==> src/rtl/tag_alloc_sched_if.sv <==
`default_nettype none
// ============================================================================
//  Module   : tag_alloc_sched_if
//  Brief    : Decode/pool/rename signal bundle for the tag allocation scheduler
//  Revision : 1.0
// ============================================================================
interface tag_alloc_sched_if #(
    parameter int NUM_UOPS = 4
);
    logic                    IN_mispr;
    logic [NUM_UOPS-1:0]     IN_uopValid;
    logic [NUM_UOPS-1:0]     IN_uopNeedsTag;
    logic [NUM_UOPS*6-1:0]   IN_tags;
    logic [NUM_UOPS-1:0]     IN_tagsValid;
    logic [NUM_UOPS-1:0]     OUT_issueValid;
    logic                    OUT_accept;
    logic                    IN_outStall;
    logic [NUM_UOPS-1:0]     OUT_uopValid;
    logic [NUM_UOPS*7-1:0]   OUT_uopTag;
    logic                    OUT_recovering;
    logic                    OUT_starved;
    logic [15:0]             OUT_stallCycles;

    modport master (
        output IN_mispr, IN_uopValid, IN_uopNeedsTag, IN_tags, IN_tagsValid, IN_outStall,
        input  OUT_issueValid, OUT_accept, OUT_uopValid, OUT_uopTag,
               OUT_recovering, OUT_starved, OUT_stallCycles
    );

    modport slave (
        input  IN_mispr, IN_uopValid, IN_uopNeedsTag, IN_tags, IN_tagsValid, IN_outStall,
        output OUT_issueValid, OUT_accept, OUT_uopValid, OUT_uopTag,
               OUT_recovering, OUT_starved, OUT_stallCycles
    );
endinterface
`default_nettype wire

==> src/rtl/tag_alloc_sched.sv <==
`default_nettype none
// ============================================================================
//  Module   : tag_alloc_sched
//  Brief    : All-or-nothing physical-tag allocation for a decode group, with
//             tag compaction, mispredict recovery window and starvation tracking
//  Revision : 1.0
// ============================================================================
module tag_alloc_sched #(
    parameter int NUM_UOPS       = 4,
    parameter int RECOVER_CYCLES = 2,
    parameter int STARVE_LIMIT   = 16
) (
    input  wire               clk,
    input  wire               rst,
    tag_alloc_sched_if.slave  bus
);
    localparam int c_CNT_W = $clog2(NUM_UOPS + 1);
    localparam int c_RCV_W = (RECOVER_CYCLES > 1) ? $clog2(RECOVER_CYCLES) : 1;
    localparam int c_STV_W = $clog2(STARVE_LIMIT + 1);
    localparam logic [c_RCV_W-1:0] c_RCV_RELOAD = c_RCV_W'(RECOVER_CYCLES - 1);
    localparam logic [c_STV_W-1:0] c_STV_MAX    = c_STV_W'(STARVE_LIMIT);
    localparam logic [6:0]         c_NO_TAG     = 7'h40;

    typedef enum logic [0:0] {
        ST_RUN     = 1'b0,
        ST_RECOVER = 1'b1
    } state_t;

    state_t                 state_q, state_d;
    logic [c_RCV_W-1:0]     rcv_q, rcv_d;
    logic [NUM_UOPS-1:0]    out_valid_q, out_valid_d;
    logic [NUM_UOPS*7-1:0]  out_tag_q, out_tag_d;
    logic [c_STV_W-1:0]     starve_q, starve_d;
    logic [15:0]            stall_cnt_q, stall_cnt_d;

    logic [NUM_UOPS-1:0]    w_need_mask;
    logic [c_CNT_W-1:0]     w_need;
    logic [c_CNT_W-1:0]     w_avail;
    logic [NUM_UOPS*7-1:0]  w_lane_tag;
    logic [NUM_UOPS-1:0]    w_issue;
    logic                   w_any_valid;
    logic                   w_grant;
    logic                   w_starving;

    assign w_any_valid = |bus.IN_uopValid;
    assign w_need_mask = bus.IN_uopValid & bus.IN_uopNeedsTag;

    // Running count of tag-needing lanes doubles as the offer slot index.
    always_comb begin
        w_need     = '0;
        w_avail    = '0;
        w_lane_tag = {NUM_UOPS{c_NO_TAG}};
        for (int i = 0; i < NUM_UOPS; i++) begin
            if (w_need_mask[i]) begin
                w_lane_tag[i*7 +: 7] = {1'b0, bus.IN_tags[int'(w_need)*6 +: 6]};
                w_need = w_need + c_CNT_W'(1);
            end
            if (bus.IN_tagsValid[i]) begin
                w_avail = w_avail + c_CNT_W'(1);
            end
        end
    end

    assign w_grant = (state_q == ST_RUN) && !bus.IN_mispr && w_any_valid &&
                     (w_need <= w_avail) &&
                     (!bus.IN_outStall || (out_valid_q == '0));
    assign w_starving = (state_q == ST_RUN) && w_any_valid &&
                        (w_need > w_avail) && !bus.IN_mispr;

    always_comb begin
        w_issue = '0;
        for (int k = 0; k < NUM_UOPS; k++) begin
            w_issue[k] = w_grant && (k < int'(w_need));
        end
    end

    // Strobes are masked while reset is held so the pool loses nothing.
    assign bus.OUT_accept      = w_grant & rst;
    assign bus.OUT_issueValid  = w_issue & {NUM_UOPS{rst}};
    assign bus.OUT_uopValid    = out_valid_q;
    assign bus.OUT_uopTag      = out_tag_q;
    assign bus.OUT_recovering  = (state_q == ST_RECOVER);
    assign bus.OUT_starved     = (starve_q >= c_STV_MAX);
    assign bus.OUT_stallCycles = stall_cnt_q;

    always_comb begin
        state_d     = state_q;
        rcv_d       = rcv_q;
        out_valid_d = out_valid_q;
        out_tag_d   = out_tag_q;
        starve_d    = starve_q;
        stall_cnt_d = stall_cnt_q;

        case (state_q)
            ST_RUN: begin
                if (bus.IN_mispr) begin
                    state_d = ST_RECOVER;
                    rcv_d   = c_RCV_RELOAD;
                end
            end
            ST_RECOVER: begin
                if (bus.IN_mispr) begin
                    rcv_d = c_RCV_RELOAD;
                end else if (rcv_q == '0) begin
                    state_d = ST_RUN;
                end else begin
                    rcv_d = rcv_q - c_RCV_W'(1);
                end
            end
            default: state_d = ST_RUN;
        endcase

        if (bus.IN_mispr) begin
            out_valid_d = '0;
            out_tag_d   = {NUM_UOPS{c_NO_TAG}};
        end else if (w_grant) begin
            out_valid_d = bus.IN_uopValid;
            out_tag_d   = w_lane_tag;
        end else if (!bus.IN_outStall) begin
            out_valid_d = '0;
            out_tag_d   = {NUM_UOPS{c_NO_TAG}};
        end

        if (w_grant || bus.IN_mispr) begin
            starve_d = '0;
        end else if (w_starving && (starve_q != c_STV_MAX)) begin
            starve_d = starve_q + c_STV_W'(1);
        end

        if (w_any_valid && !w_grant && (stall_cnt_q != 16'hFFFF)) begin
            stall_cnt_d = stall_cnt_q + 16'd1;
        end
    end

    always_ff @(posedge clk or negedge rst) begin
        if (!rst) begin
            state_q     <= ST_RUN;
            rcv_q       <= '0;
            out_valid_q <= '0;
            out_tag_q   <= {NUM_UOPS{c_NO_TAG}};
            starve_q    <= '0;
            stall_cnt_q <= '0;
        end else begin
            state_q     <= state_d;
            rcv_q       <= rcv_d;
            out_valid_q <= out_valid_d;
            out_tag_q   <= out_tag_d;
            starve_q    <= starve_d;
            stall_cnt_q <= stall_cnt_d;
        end
    end

    a_valid_contiguous: assert property (@(posedge clk) disable iff (!rst)
        ((bus.IN_uopValid & (bus.IN_uopValid + NUM_UOPS'(1))) == '0));

endmodule
`default_nettype wire

==> src/flat_wrapper.sv <==
// flat-port wrapper written by rule: the top's interface ports become plain ports
module tag_alloc_sched_flat 
#(
    parameter int NUM_UOPS       = 4,
    parameter int RECOVER_CYCLES = 2,
    parameter int STARVE_LIMIT   = 16
)
  (clk, rst, bus_IN_mispr, bus_IN_uopValid, bus_IN_uopNeedsTag, bus_IN_tags, bus_IN_tagsValid, bus_IN_outStall, bus_OUT_issueValid, bus_OUT_accept, bus_OUT_uopValid, bus_OUT_uopTag, bus_OUT_recovering, bus_OUT_starved, bus_OUT_stallCycles);
  tag_alloc_sched_if #(.NUM_UOPS(NUM_UOPS)) bus_i ();
  input  wire clk;
  input  wire rst;
  input wire logic [$bits(bus_i.IN_mispr)-1:0] bus_IN_mispr;
  input wire logic [$bits(bus_i.IN_uopValid)-1:0] bus_IN_uopValid;
  input wire logic [$bits(bus_i.IN_uopNeedsTag)-1:0] bus_IN_uopNeedsTag;
  input wire logic [$bits(bus_i.IN_tags)-1:0] bus_IN_tags;
  input wire logic [$bits(bus_i.IN_tagsValid)-1:0] bus_IN_tagsValid;
  input wire logic [$bits(bus_i.IN_outStall)-1:0] bus_IN_outStall;
  output wire logic [$bits(bus_i.OUT_issueValid)-1:0] bus_OUT_issueValid;
  output wire logic [$bits(bus_i.OUT_accept)-1:0] bus_OUT_accept;
  output wire logic [$bits(bus_i.OUT_uopValid)-1:0] bus_OUT_uopValid;
  output wire logic [$bits(bus_i.OUT_uopTag)-1:0] bus_OUT_uopTag;
  output wire logic [$bits(bus_i.OUT_recovering)-1:0] bus_OUT_recovering;
  output wire logic [$bits(bus_i.OUT_starved)-1:0] bus_OUT_starved;
  output wire logic [$bits(bus_i.OUT_stallCycles)-1:0] bus_OUT_stallCycles;
  assign bus_i.IN_mispr = bus_IN_mispr;
  assign bus_i.IN_uopValid = bus_IN_uopValid;
  assign bus_i.IN_uopNeedsTag = bus_IN_uopNeedsTag;
  assign bus_i.IN_tags = bus_IN_tags;
  assign bus_i.IN_tagsValid = bus_IN_tagsValid;
  assign bus_i.IN_outStall = bus_IN_outStall;
  assign bus_OUT_issueValid = bus_i.OUT_issueValid;
  assign bus_OUT_accept = bus_i.OUT_accept;
  assign bus_OUT_uopValid = bus_i.OUT_uopValid;
  assign bus_OUT_uopTag = bus_i.OUT_uopTag;
  assign bus_OUT_recovering = bus_i.OUT_recovering;
  assign bus_OUT_starved = bus_i.OUT_starved;
  assign bus_OUT_stallCycles = bus_i.OUT_stallCycles;
  tag_alloc_sched #(.NUM_UOPS(NUM_UOPS), .RECOVER_CYCLES(RECOVER_CYCLES), .STARVE_LIMIT(STARVE_LIMIT)) u_core (.clk(clk), .rst(rst), .bus(bus_i));
endmodule
==> config.mk <==
export PLATFORM = sky130hd
export DESIGN_NAME = tag_alloc_sched_flat
export DESIGN_NICKNAME = d
export VERILOG_FILES = /design/src/rtl/tag_alloc_sched_if.sv /design/src/rtl/tag_alloc_sched.sv /design/src/flat_wrapper.sv
export SDC_FILE = /design/constraint.sdc
export NUM_CORES = 1
export LEC_CHECK = 0
export BUFFER_PORTS_ARGS = -buffer_cell sky130_fd_sc_hd__clkbuf_2
export CELL_PAD_IN_SITES_DETAIL_PLACEMENT = 1
export CELL_PAD_IN_SITES_GLOBAL_PLACEMENT = 2
export CORE_MARGIN = 4
export CORE_UTILIZATION = 33
export CTS_BUF_LIST = sky130_fd_sc_hd__clkbuf_4
export DETAILED_ROUTE_END_ITERATION = 16
export PLACE_DENSITY_LB_ADDON = 0.2
export SLEW_MARGIN = 40
export SYNTH_ARGS = -nofsm -noshare
export SYNTH_HDL_FRONTEND = slang
export SYNTH_SLANG_ARGS = --single-unit
export TNS_END_PERCENT = 5
==> constraint.sdc <==
create_clock -name clk -period 4.6 [get_ports clk]
set_clock_uncertainty 0.15 [all_clocks]
set_input_delay 0 -clock clk [delete_from_list [all_inputs] [get_ports clk]]
set_output_delay 0 -clock clk [all_outputs]
set_load 0.01 [all_outputs]
Yosys cells after proc, flatten, opt, wreduce, memory -nomap -nowiden
Cells that the tools add are included.
{ "word_totals": {"wordCells": 86, "out_inout_bits": 55, "register_bits": 55, "in_bits": 40} }
{ "op_classes": {"add_sub_neg": 9, "mux": 28, "multipliers": 3, "reduce_logical": 22, "n_bitwise": 4, "eq_ne": 4, "magnitude_cmp": 7, "shift": 3} }
{ "op_table": {"columns": ["op", "count"], "rows": [
  ["$shiftx A24 B32 Y6", 3],
  ["$mux W28", 3],
  ["$mux W7", 4],
  ["$mux W3", 6],
  ["$add A16 B1 Y16 const B", 1],
  ["$ne A16 B16 Y1 const B", 1],
  ["$logic_and A1 B1 Y1", 14],
  ["$add A3 B1 Y3 const B", 4],
  ["$mux W4", 3],
  ["$mul A3 B2 Y5 const B", 2],
  ["$mux W5", 2],
  ["$and A4 B4 Y4", 2],
  ["$mux W1", 8],
  ["$lt A1 B3 Y1 const A", 2],
  ["$lt A2 B3 Y1 const A", 2],
  ["$add A5 B1 Y5 const B", 1],
  ["$ge A5 B5 Y1 const B", 1],
  ["$ne A5 B5 Y1 const B", 1],
  ["$add A1 B1 Y2 const B", 2],
  ["$logic_not A4 Y1", 1],
  ["$pmux W1 S2", 2],
  ["$reduce_or A4 Y1", 1],
  ["$gt A3 B3 Y1", 1],
  ["$le A3 B3 Y1", 1],
  ["9 further kinds", 12]
]} }

Logic depth before layout (Yosys ltp)
Gate-level depths: netlist of the first run.
{ "depth": {"depth_word": 14, "depth_mapped": 18, "depth_no_buf": 15} }

Least setup slack after synthesis of the first run
No wires, ideal clock.
{ "synth_path": {"path_kind": "input-to-reg", "startpoint": "input port bus_IN_uopNeedsTag[0]", "endpoint": "register u_core.out_tag_q[5], in the netlist u_core.bus.OUT_uopTag[5]", "setup_time_ns": 0.083, "slack_ns": 0.964, "n_path_buf": 3, "required_ns": 4.367, "cell_stages": 18, "t_arrival_ns": 3.404, "path_cell_list": "and2_0 -> inv_1 -> ha_1 -> buf_6 -> xnor2_2 -> inv_2 -> ha_1 -> mux2i_1 -> inv_1 -> ha_1 -> nor2b_1 -> o21ai_0 -> nor2_1 -> nor3_4 -> buf_6 -> buf_2 -> nand3_1 -> o21ai_0"} }
{ "synth_via": {"elab_chain_cells": 13, "elab_cells_between_ends": 15, "cone_classes": "3 x add/sub; 1 x order compare; 1 x eq/ne; 7 x mux; 1 x bitwise; 2 x reduce/logical"} }
{ "synth_rtl": {"columns": ["item", "line_no", "source"], "rows": [
  ["from (decl)", "flat_wrapper.sv:14", "input wire logic [$bits(bus_i.IN_uopNeedsTag)-1:0] bus_IN_uopNeedsTag;"],
  ["$and A4 B4 Y4 *", "tag_alloc_sched.sv:46", "assign w_need_mask = bus.IN_uopValid & bus.IN_uopNeedsTag;"],
  ["$mux W1", "tag_alloc_sched.sv:54", "if (w_need_mask[i]) begin"],
  ["$add A1 B1 Y2", "tag_alloc_sched.sv:56", "w_need = w_need + c_CNT_W'(1);"],
  ["$mux W3", "tag_alloc_sched.sv:54", null],
  ["$add A3 B1 Y3", "tag_alloc_sched.sv:56", null],
  ["$mux W3", "tag_alloc_sched.sv:54", null],
  ["$add A3 B1 Y3", "tag_alloc_sched.sv:56", null],
  ["$mux W3", "tag_alloc_sched.sv:54", null],
  ["$le A3 B3 Y1", "tag_alloc_sched.sv:65", "(w_need <= w_avail) &&"],
  ["$logic_and A1 B1 Y1", "tag_alloc_sched.sv:64", "assign w_grant = (state_q == ST_RUN) && !bus.IN_mispr && w_any_valid &&"],
  ["$logic_and A1 B1 Y1", "tag_alloc_sched.sv:65", null],
  ["$mux W28", "tag_alloc_sched.sv:116", "end else if (w_grant) begin"],
  ["$mux W28", "tag_alloc_sched.sv:113", "if (bus.IN_mispr) begin"],
  ["to (signal assigned)", "tag_alloc_sched.sv:140", "out_tag_q <= {NUM_UOPS{c_NO_TAG}};"],
  ["to (signal assigned)", "tag_alloc_sched.sv:147", "out_tag_q <= out_tag_d;"],
  ["to (decl)", "tag_alloc_sched.sv:32", "logic [NUM_UOPS*7-1:0] out_tag_q, out_tag_d;"]
]} }
Every way passes the cells marked *; elsewhere a longest branch is shown, timed or not.
A chain may end at the register's enable or synchronous reset.

Final worst setup path of the first run
{ "layout_path": {"startpoint": "input port bus_IN_uopNeedsTag[1]", "endpoint": "register u_core.out_tag_q[13], in the netlist u_core.bus.OUT_uopTag[13]"} }
{ "layout_via": {"elab_chain_cells": 11, "elab_cells_between_ends": 13, "cone_classes": "2 x add/sub; 1 x order compare; 1 x eq/ne; 6 x mux; 1 x bitwise; 2 x reduce/logical"} }
{ "layout_rtl": {"columns": ["item", "line_no"], "rows": [
  ["$and A4 B4 Y4 *", "tag_alloc_sched.sv:46"],
  ["$mux W3", "tag_alloc_sched.sv:54"],
  ["$add A3 B1 Y3", "tag_alloc_sched.sv:56"],
  ["$mux W3", "tag_alloc_sched.sv:54"],
  ["$add A3 B1 Y3", "tag_alloc_sched.sv:56"],
  ["$mux W3", "tag_alloc_sched.sv:54"],
  ["$le A3 B3 Y1", "tag_alloc_sched.sv:65"],
  ["$logic_and A1 B1 Y1", "tag_alloc_sched.sv:64"],
  ["$logic_and A1 B1 Y1", "tag_alloc_sched.sv:65"],
  ["$mux W28", "tag_alloc_sched.sv:116"],
  ["$mux W28", "tag_alloc_sched.sv:113"]
]} }
Marked as above.

==> metrics.yaml, run 1 <==
wl_per_cell_um: 17.16
crit_arrival_ns: 4.42
cp_data_required_time_ns: 4.79
hold_slack_ns: 0.01186
grtUsageTotal_pct: 17.97
die_h_um: 108.1
antenna_left: 0
max_slew_margin_pct: 48.86
syn_to_final_growth_pct: 34.88
finalSetupTns_ns: 0
critPathLaunchType: "primary input"
use_met1_pct: 23.27
drv_slew: 0
syn-cell-area_sq_um: 3307
layout-drive-gt1-share_pct: 33.33
slowest_delay_ns: 0.56
gr-usage-met2_pct: 31.26
synth_top_family_by_area: "simple AND/OR/NAND/NOR gates"
timing.fmax_ghz: 0.2365
final_hold_viol_count: 0
htreeDepth: 2
swShare_pct: 33.68
start_util_pct: 33.83
syn_avg_cell_area_sq_um: 10.63
criticalPathCategory: "primary input to register"
seqPwrFrac_pct: 47.6
synth_nets: 361
path_buf_inv: 7
synth-compound-area-share_pct: 10.90
grt_pass1_wl_um: 16460
clock_sinks: 55
routed_wl_um: 10060
min_period_ns: 4.227
route.detailed.drc: 0
worst_pin_slew_ns: 0.7646
first_pass_iters: 4
rsz0062_at_grt: "false"
critical_path.max_fanout: 28
synth.distinct_cells: 51
cts_tree: "built"
final_cell_mix: "clkbuf_2, dfrtp_1, nand2_1"
place_area_sq_um: 3931
p_clk_share_pct: 21.1
antenna_found_initial: 0
synth_adder_area_share_pct: 3.784
place.gp.congestion: 0.8284
powerDensity_nw_per_um2: 284.4
ys_ff_latch: 55
synth_mux_area_share_pct: 10.63
fin_nets: 503
layout_commonest_cell: "clkbuf_2"
status: "complete, no violations"
p_leak_nw: 2.108
p_int_mw: 0.8414
die_w_um: 108.1
top_usage_layer: "met2"
post-synth-top-area-fraction_pct: 38.59
io_buffers: 94
irDropWorstVdd_mv: 0.1549
drtIter0Drc: 39
synth_edf_count: 0
hpwl_um: 7267
regArea_sq_um: 1381
num_vias: 2988
grt_max_degree: 37
path_cells: "dlygate4sd3_1, clkbuf_2, nand2_1, ha_1, xnor2_2, inv_2, ha_1, mux2i_1, inv_1, ha_1, nor2b_1, o21ai_1, nor2_1, nor3_4, buf_4, buf_6, nor3_1, a31oi_1, dlygate4sd3_1"
cap_violations: 0
multi_input_area_sq_um: 1770
crit_top_cell: "ha_1"
clkSlewWorstSetupHoldPaths_ns: 0.17
cts.path.max_buffers: 2
row_count: 36
synthCells: 311
ys_seq_area_share_pct: 41.77
finalPower_mw: 1.269
core_region_area_sq_um: 9774
num_io_pins: 95
finish.instance_area_sq_um: 4461
use_met3_pct: 3.881
die-area_sq_um: 11690
slowest_stage: "dlygate4sd3_1"
p_sw_mw: 0.4274
num-fill-cells: 1159
clk_latency_ns: 0.39
fin_crit_sh_pct: 91.90
synth_flop_cell: "dfrtp_1"
antenna_cells: 0
critPathCaptureType: "register"
cts_root_buf: "clkbuf_4"
yosys-top-cells-area: "dfrtp_1, nand2_1, xor2_1, mux4_2, mux4_1"
yosysWarnings: 0
setup_viol: 0
synth-xor-area-share_pct: 6.054
grt_pass1_vias: 3176
cp_top_family: "buffers and inverters"
numCtsBuffers: 5
synthSimpleGateAreaFrac_pct: 21.98
vias_per_cell: 5.099
pwr-share-comb_pct: 31.2
ys_async_sr_fraction_pct: 100.0
hp-class: "primary input to register"
grt.overflow.total: 0
synth_top_area_cell: "dfrtp_1"
==> worst paths after layout <==
| path | to | cells after the start | slack (ns) | from |
|---|---|---|---|---|
| max | u_core.bus.OUT_uopTag[13] | 19 | 0.37 | bus_IN_uopNeedsTag[1] |
| min | u_core.bus.OUT_uopTag[6] | 4 | 0.01 | bus_IN_outStall |
| max reg2reg | u_core.bus.OUT_stallCycles[1] | 6 | 2.09 | u_core.bus.OUT_stallCycles[0] |
| min reg2reg | u_core.bus.OUT_stallCycles[15] | 1 | 0.35 | u_core.bus.OUT_stallCycles[15] |
| max in group asynchronous | u_core.bus.OUT_uopTag[6] | 5 | 3.02 | rst |
| min in group asynchronous | u_core.bus.OUT_stallCycles[11] | 4 | 0.48 | rst |
==> worst reg2reg max path, cell delays in order (launching register included) <==
cell,delay (ns)
dfrtp_1,0.44
ha_1,0.18
and3_1,0.20
nand3_1,0.26
nor3_4,0.74
nor3_2,0.14
mux2_2,0.30
==> logic make-up (layout without fill, tap and decap cells) <==
logic type,after synthesis,in the layout
compound gates,53,53
xor+xnor,22,22
fa+ha+maj,10,10
buf+inv,30,172
flops,55,55
mux,18,18
simple gates,123,123
==> stage by stage <==
stage | std cells | setup slack [ns] | utilization [%]
detailed placement | 533 | 0.3959 | 40.22
finish | 586 | 0.3725 | 45.63
CTS | 582 | 0.04122 | 45.29
global route | 586 | 0.02367 | 45.63
floorplan | 311 | 0.9639 | -
global placement | 533 | 0.5337 | 40.16
==> timing repair <==
action,4_1_cts,5_1_grt
setup endpoints to repair,0,6
resized for setup,0,2
hold endpoints to repair,92,0
hold buffers,42,0
setup buffers,0,4
==> cells in the mapped netlist (all sizes together) (4+ instances only) <==
| library cell | n |
|---|---|
| a21oi | 9 |
| a22o | 10 |
| buf | 12 |
| clkbuf | 6 |
| dfrtp | 51 |
| dfstp | 4 |
| ha | 10 |
| inv | 12 |
| mux2i | 4 |
| mux4 | 12 |
| nand2 | 47 |
| nand3 | 21 |
| nand4 | 4 |
| nor2 | 7 |
| nor3 | 14 |
| nor4 | 9 |
| nor4b | 4 |
| o21ai | 23 |
| xor2 | 19 |
==> metal layers <==
metal	part of all wire [%]	routed length, um	up-vias
li1	-	-	1409
met2	50	5017	65
met5	0	0	-
met3	4.4	445	7
met4	0.87	87	0
met1	45	4504	1507
==> power groups by stage <==
stage | Sequential [mW] | Clock (mW) | Combinational (mW)
finish | 0.604 | 0.268 | 0.396
global route | 0.616 | 0.298 | 0.439
CTS | 0.604 | 0.279 | 0.399
detailed placement | 0.613 | 0 | 0.363
global placement | 0.611 | 0 | 0.354
floorplan | 0.625 | 0 | 0.200
==> state kept, by name, summed over array words and instances, names as in the netlist <==
register,flops
u_core.bus.OUT_stallCycles,16
u_core.bus.OUT_uopValid,4
u_core.rcv_q,1
u_core.bus.OUT_recovering,1
u_core.starve_q,5
u_core.bus.OUT_uopTag,28
==> area by class of cell <==
cell class / instances / share of cell area (%)
flip-flops and latches: 55 / 30.97
inverters: 12 / 1.010
clock inverters: 2 / 0.8415
well taps: 133 / 3.731
clock buffers: 5 / 0.8415
repair buffers: 153 / 22.92
multi-input cells: 226 / 39.69
(Power assumes the default switching activity.)
==> run 2: changes to the inputs <==
--- a/config.mk
+++ b/config.mk
@@ -5,15 +5,15 @@
 export SDC_FILE = /design/constraint.sdc
 export NUM_CORES = 1
 export LEC_CHECK = 0
+export ABC_AREA = 1
 export BUFFER_PORTS_ARGS = -buffer_cell sky130_fd_sc_hd__clkbuf_2
 export CELL_PAD_IN_SITES_DETAIL_PLACEMENT = 1
 export CELL_PAD_IN_SITES_GLOBAL_PLACEMENT = 2
 export CORE_MARGIN = 4
-export CORE_UTILIZATION = 33
+export CORE_UTILIZATION = 31
 export CTS_BUF_LIST = sky130_fd_sc_hd__clkbuf_4
 export DETAILED_ROUTE_END_ITERATION = 16
 export PLACE_DENSITY_LB_ADDON = 0.2
-export SLEW_MARGIN = 40
 export SYNTH_ARGS = -nofsm -noshare
 export SYNTH_HDL_FRONTEND = slang
 export SYNTH_SLANG_ARGS = --single-unit
==> metrics.yaml, run 2 <==
clock_sinks: 55  # unchanged
clkSlewWorstSetupHoldPaths_ns: 0.17  # about the same
htreeDepth: 2  # unchanged
dp_slack_ns: 0.7432  # +0.3473 ns
irDropWorstVdd_mv: 0.1252  # -19%
fin_crit_sh_pct: 91.58  # -0.32 points
finalSetupTns_ns: 0  # unchanged
die_w_um: 115.5  # +6.9%
path_cells: "dlygate4sd3_1, clkbuf_2, nand2_4, ha_2, inv_2, nor2_2, nor2_2, ha_1, nand2_1, o21ai_1, ha_1, nand4_1, nand2_2, nand2_8, buf_4, nor2_4, nand2_1, dlygate4sd3_1, nand2_1"
num_vias: 3743  # +25%
post-synth-top-count-cell: "nand2_1"
place.gp.congestion: 0.8217  # -0.81%
cts_tree: "built"
yosys-top-cells-area: "dfrtp_1, nand2_1, inv_1, nand4_1, nand3_1"
core_region_area_sq_um: 11080  # +13%
synth_flop_cell: "dfrtp_1"
grt_pass1_wl_um: 20760  # +26%
slowest_stage: "dlygate4sd3_1"
numCtsBuffers: 5  # unchanged
drv_slew: 0  # unchanged
synth_nets: 519  # +44%
final_cell_mix: "nand2_1, clkbuf_2, dlygate4sd3_1"
critPathCaptureType: "register"
post_cts.repair.setup_buffers: 0  # unchanged
grt_max_degree: 58  # +57%
syn-cell-area_sq_um: 3583  # +8.4%
fin_ws_ns: 0.3872  # +0.01470 ns
vias_per_cell: 4.991  # -2.1%
synthCells: 469  # +51%
row_count: 38  # +5.6%
rsz0062_at_grt: "false"
num-fill-cells: 1416  # +22%
criticalPathCategory: "primary input to register"
critPathLaunchType: "primary input"
final_hold_viol_count: 0  # unchanged
die-area_sq_um: 13340  # +14%
yosysWarnings: 0  # unchanged
p_leak_nw: 2.429  # +15%
grt_pass1_vias: 4020  # +27%
grt.overflow.total: 0  # unchanged
antenna_cells: 0  # unchanged
critical_path.max_fanout: 40  # +43%
ys_ff_latch: 55  # unchanged
layout_commonest_cell: "nand2_1"
synth_edf_count: 0  # unchanged
die_h_um: 115.5  # +6.9%
largest_register_ffs: 28  # unchanged
syn_to_final_growth_pct: 32.33
min_period_ns: 4.213  # -0.01470 ns
clk_latency_ns: 0.40  # about the same
synth_top_area_cell: "dfrtp_1"
antenna_found_initial: 0  # unchanged
max_slew_margin_pct: 49.54  # +0.67 points
routed_wl_um: 12420  # +24%
cap_violations: 0  # unchanged
synth.distinct_cells: 36  # -29%
status: "complete, no violations"
hold_slack_ns: 0.04522  # +0.03336 ns
hpwl_um: 8979  # +24%
timing.fmax_ghz: 0.2374  # +0.35%
worst_pin_slew_ns: 0.7569  # -0.007614 ns
powerDensity_nw_per_um2: 254.1  # -11%
antenna_left: 0  # unchanged
first_pass_iters: 4  # unchanged
layout-drive-gt1-share_pct: 24.10  # -9.2 points
fin_nets: 659  # +31%
post-synth-top-area-fraction_pct: 35.61  # -3.0 points
num_io_pins: 95  # unchanged
start_util_pct: 32.35  # -1.5 points
io_buffers: 94  # unchanged
drtIter0Drc: 121  # +210%
wl_per_cell_um: 16.56  # -3.5%
cts_root_buf: "clkbuf_4"
ys_seq_area_share_pct: 38.55  # -3.2 points
synth.top_cells.by_count: "nand2_1, dfrtp_1, inv_1"
ys_async_sr_fraction_pct: 100.0  # unchanged
cp_data_required_time_ns: 4.81  # +0.02 ns
grtUsageTotal_pct: 19.58  # +1.6 points
syn_avg_cell_area_sq_um: 7.641  # -28%
setup_viol: 0  # unchanged
hp-class: "primary input to register"
cts.path.max_buffers: 2  # unchanged
slowest_delay_ns: 0.55  # about the same
route.detailed.drc: 0  # unchanged
crit_top_cell: "nand2_1"
crit_arrival_ns: 4.43  # about the same
## run 2: area by class of cell
cell class | instances | area [sq um] | area share (%)
clock inverter | 2 | 12.51 | 0.2639
tap | 140 | 175.2 | 3.694
multi-input combinational | 343 | 1903 | 40.13
timing repair buffer | 150 | 1021 | 21.53
sequential | 55 | 1381 | 29.13
clock buffer | 6 | 45.04 | 0.9499
inverter | 54 | 203.9 | 4.301
## run 2: timing repair
| action | 4_1_cts | 5_1_grt |
|---|---|---|
| hold buffers | 51 | 1 |
| setup endpoints to repair | 0 | 14 |
| resized for setup | 0 | 3 |
| hold endpoints to repair | 89 | 5 |
## run 2: path summary, 6_finish.rpt
| check | from | endpoint | slack (ns) | depth (start not counted) |
|---|---|---|---|---|
| min | bus_IN_outStall | u_core.bus.OUT_uopTag[8] | 0.05 | 6 |
| min in group asynchronous | rst | u_core.bus.OUT_uopTag[9] | 0.09 | 3 |
| min reg2reg | u_core.bus.OUT_uopTag[13] | u_core.bus.OUT_uopTag[13] | 0.37 | 2 |
| max in group asynchronous | rst | u_core.bus.OUT_uopTag[24] | 3.67 | 3 |
| max reg2reg | u_core.bus.OUT_stallCycles[0] | u_core.bus.OUT_stallCycles[10] | 1.85 | 9 |
| max | bus_IN_uopValid[0] | u_core.bus.OUT_uopTag[12] | 0.39 | 19 |
## run 2: logic make-up (layout without fill, tap and decap cells)
family	count (synthesis)	after routing	synth area share, %
buffers and inverters	71	212	8.868
flip-flops	55	55	38.55
adder cells (fa/ha/maj)	10	10	3.492
multiplexers	1	1	0.2793
XOR/XNOR	19	19	4.644
AND/OR/NAND/NOR	250	250	34.01
AO/OA/AOI/OAI	63	63	10.16
## run 2: where the power goes
part / internal (mW) / switching (mW)
registers: 0.522 / 0.0558
clock network: 0.0653 / 0.169
logic: 0.158 / 0.234
total: 0.746 / 0.459
## run 2: through the flow
stage / area, sq um / util [%] / instances / total power [mW]
floorplan: 3583 / - / 469 / 0.8130
global placement: 4148 / 37.44 / 690 / 0.9347
detailed placement: 4148 / 37.44 / 690 / 0.9460
CTS: 4716 / 42.57 / 749 / 1.216
global route: 4742 / 42.81 / 750 / 1.292
finish: 4742 / 42.81 / 750 / 1.205
## run 2: routing by layer
metal	GRT usage (%)	up-vias	share of wire, %	wire [um]
met5	0	-	0	0
met4	5.634	0	2.1	258
met3	3.238	19	4.1	509
met2	33.95	77	49	6096
met1	25.13	1811	45	5559
li1	-	1836	-	-
## run 2: worst max-delay path, delay by kind of cell
kind / cells / cell delay, ns
buffers and inverters: 5 / 1.79
AND/OR/NAND/NOR: 10 / 1.51
adder cells (fa/ha/maj): 3 / 0.98
AO/OA/AOI/OAI: 1 / 0.10
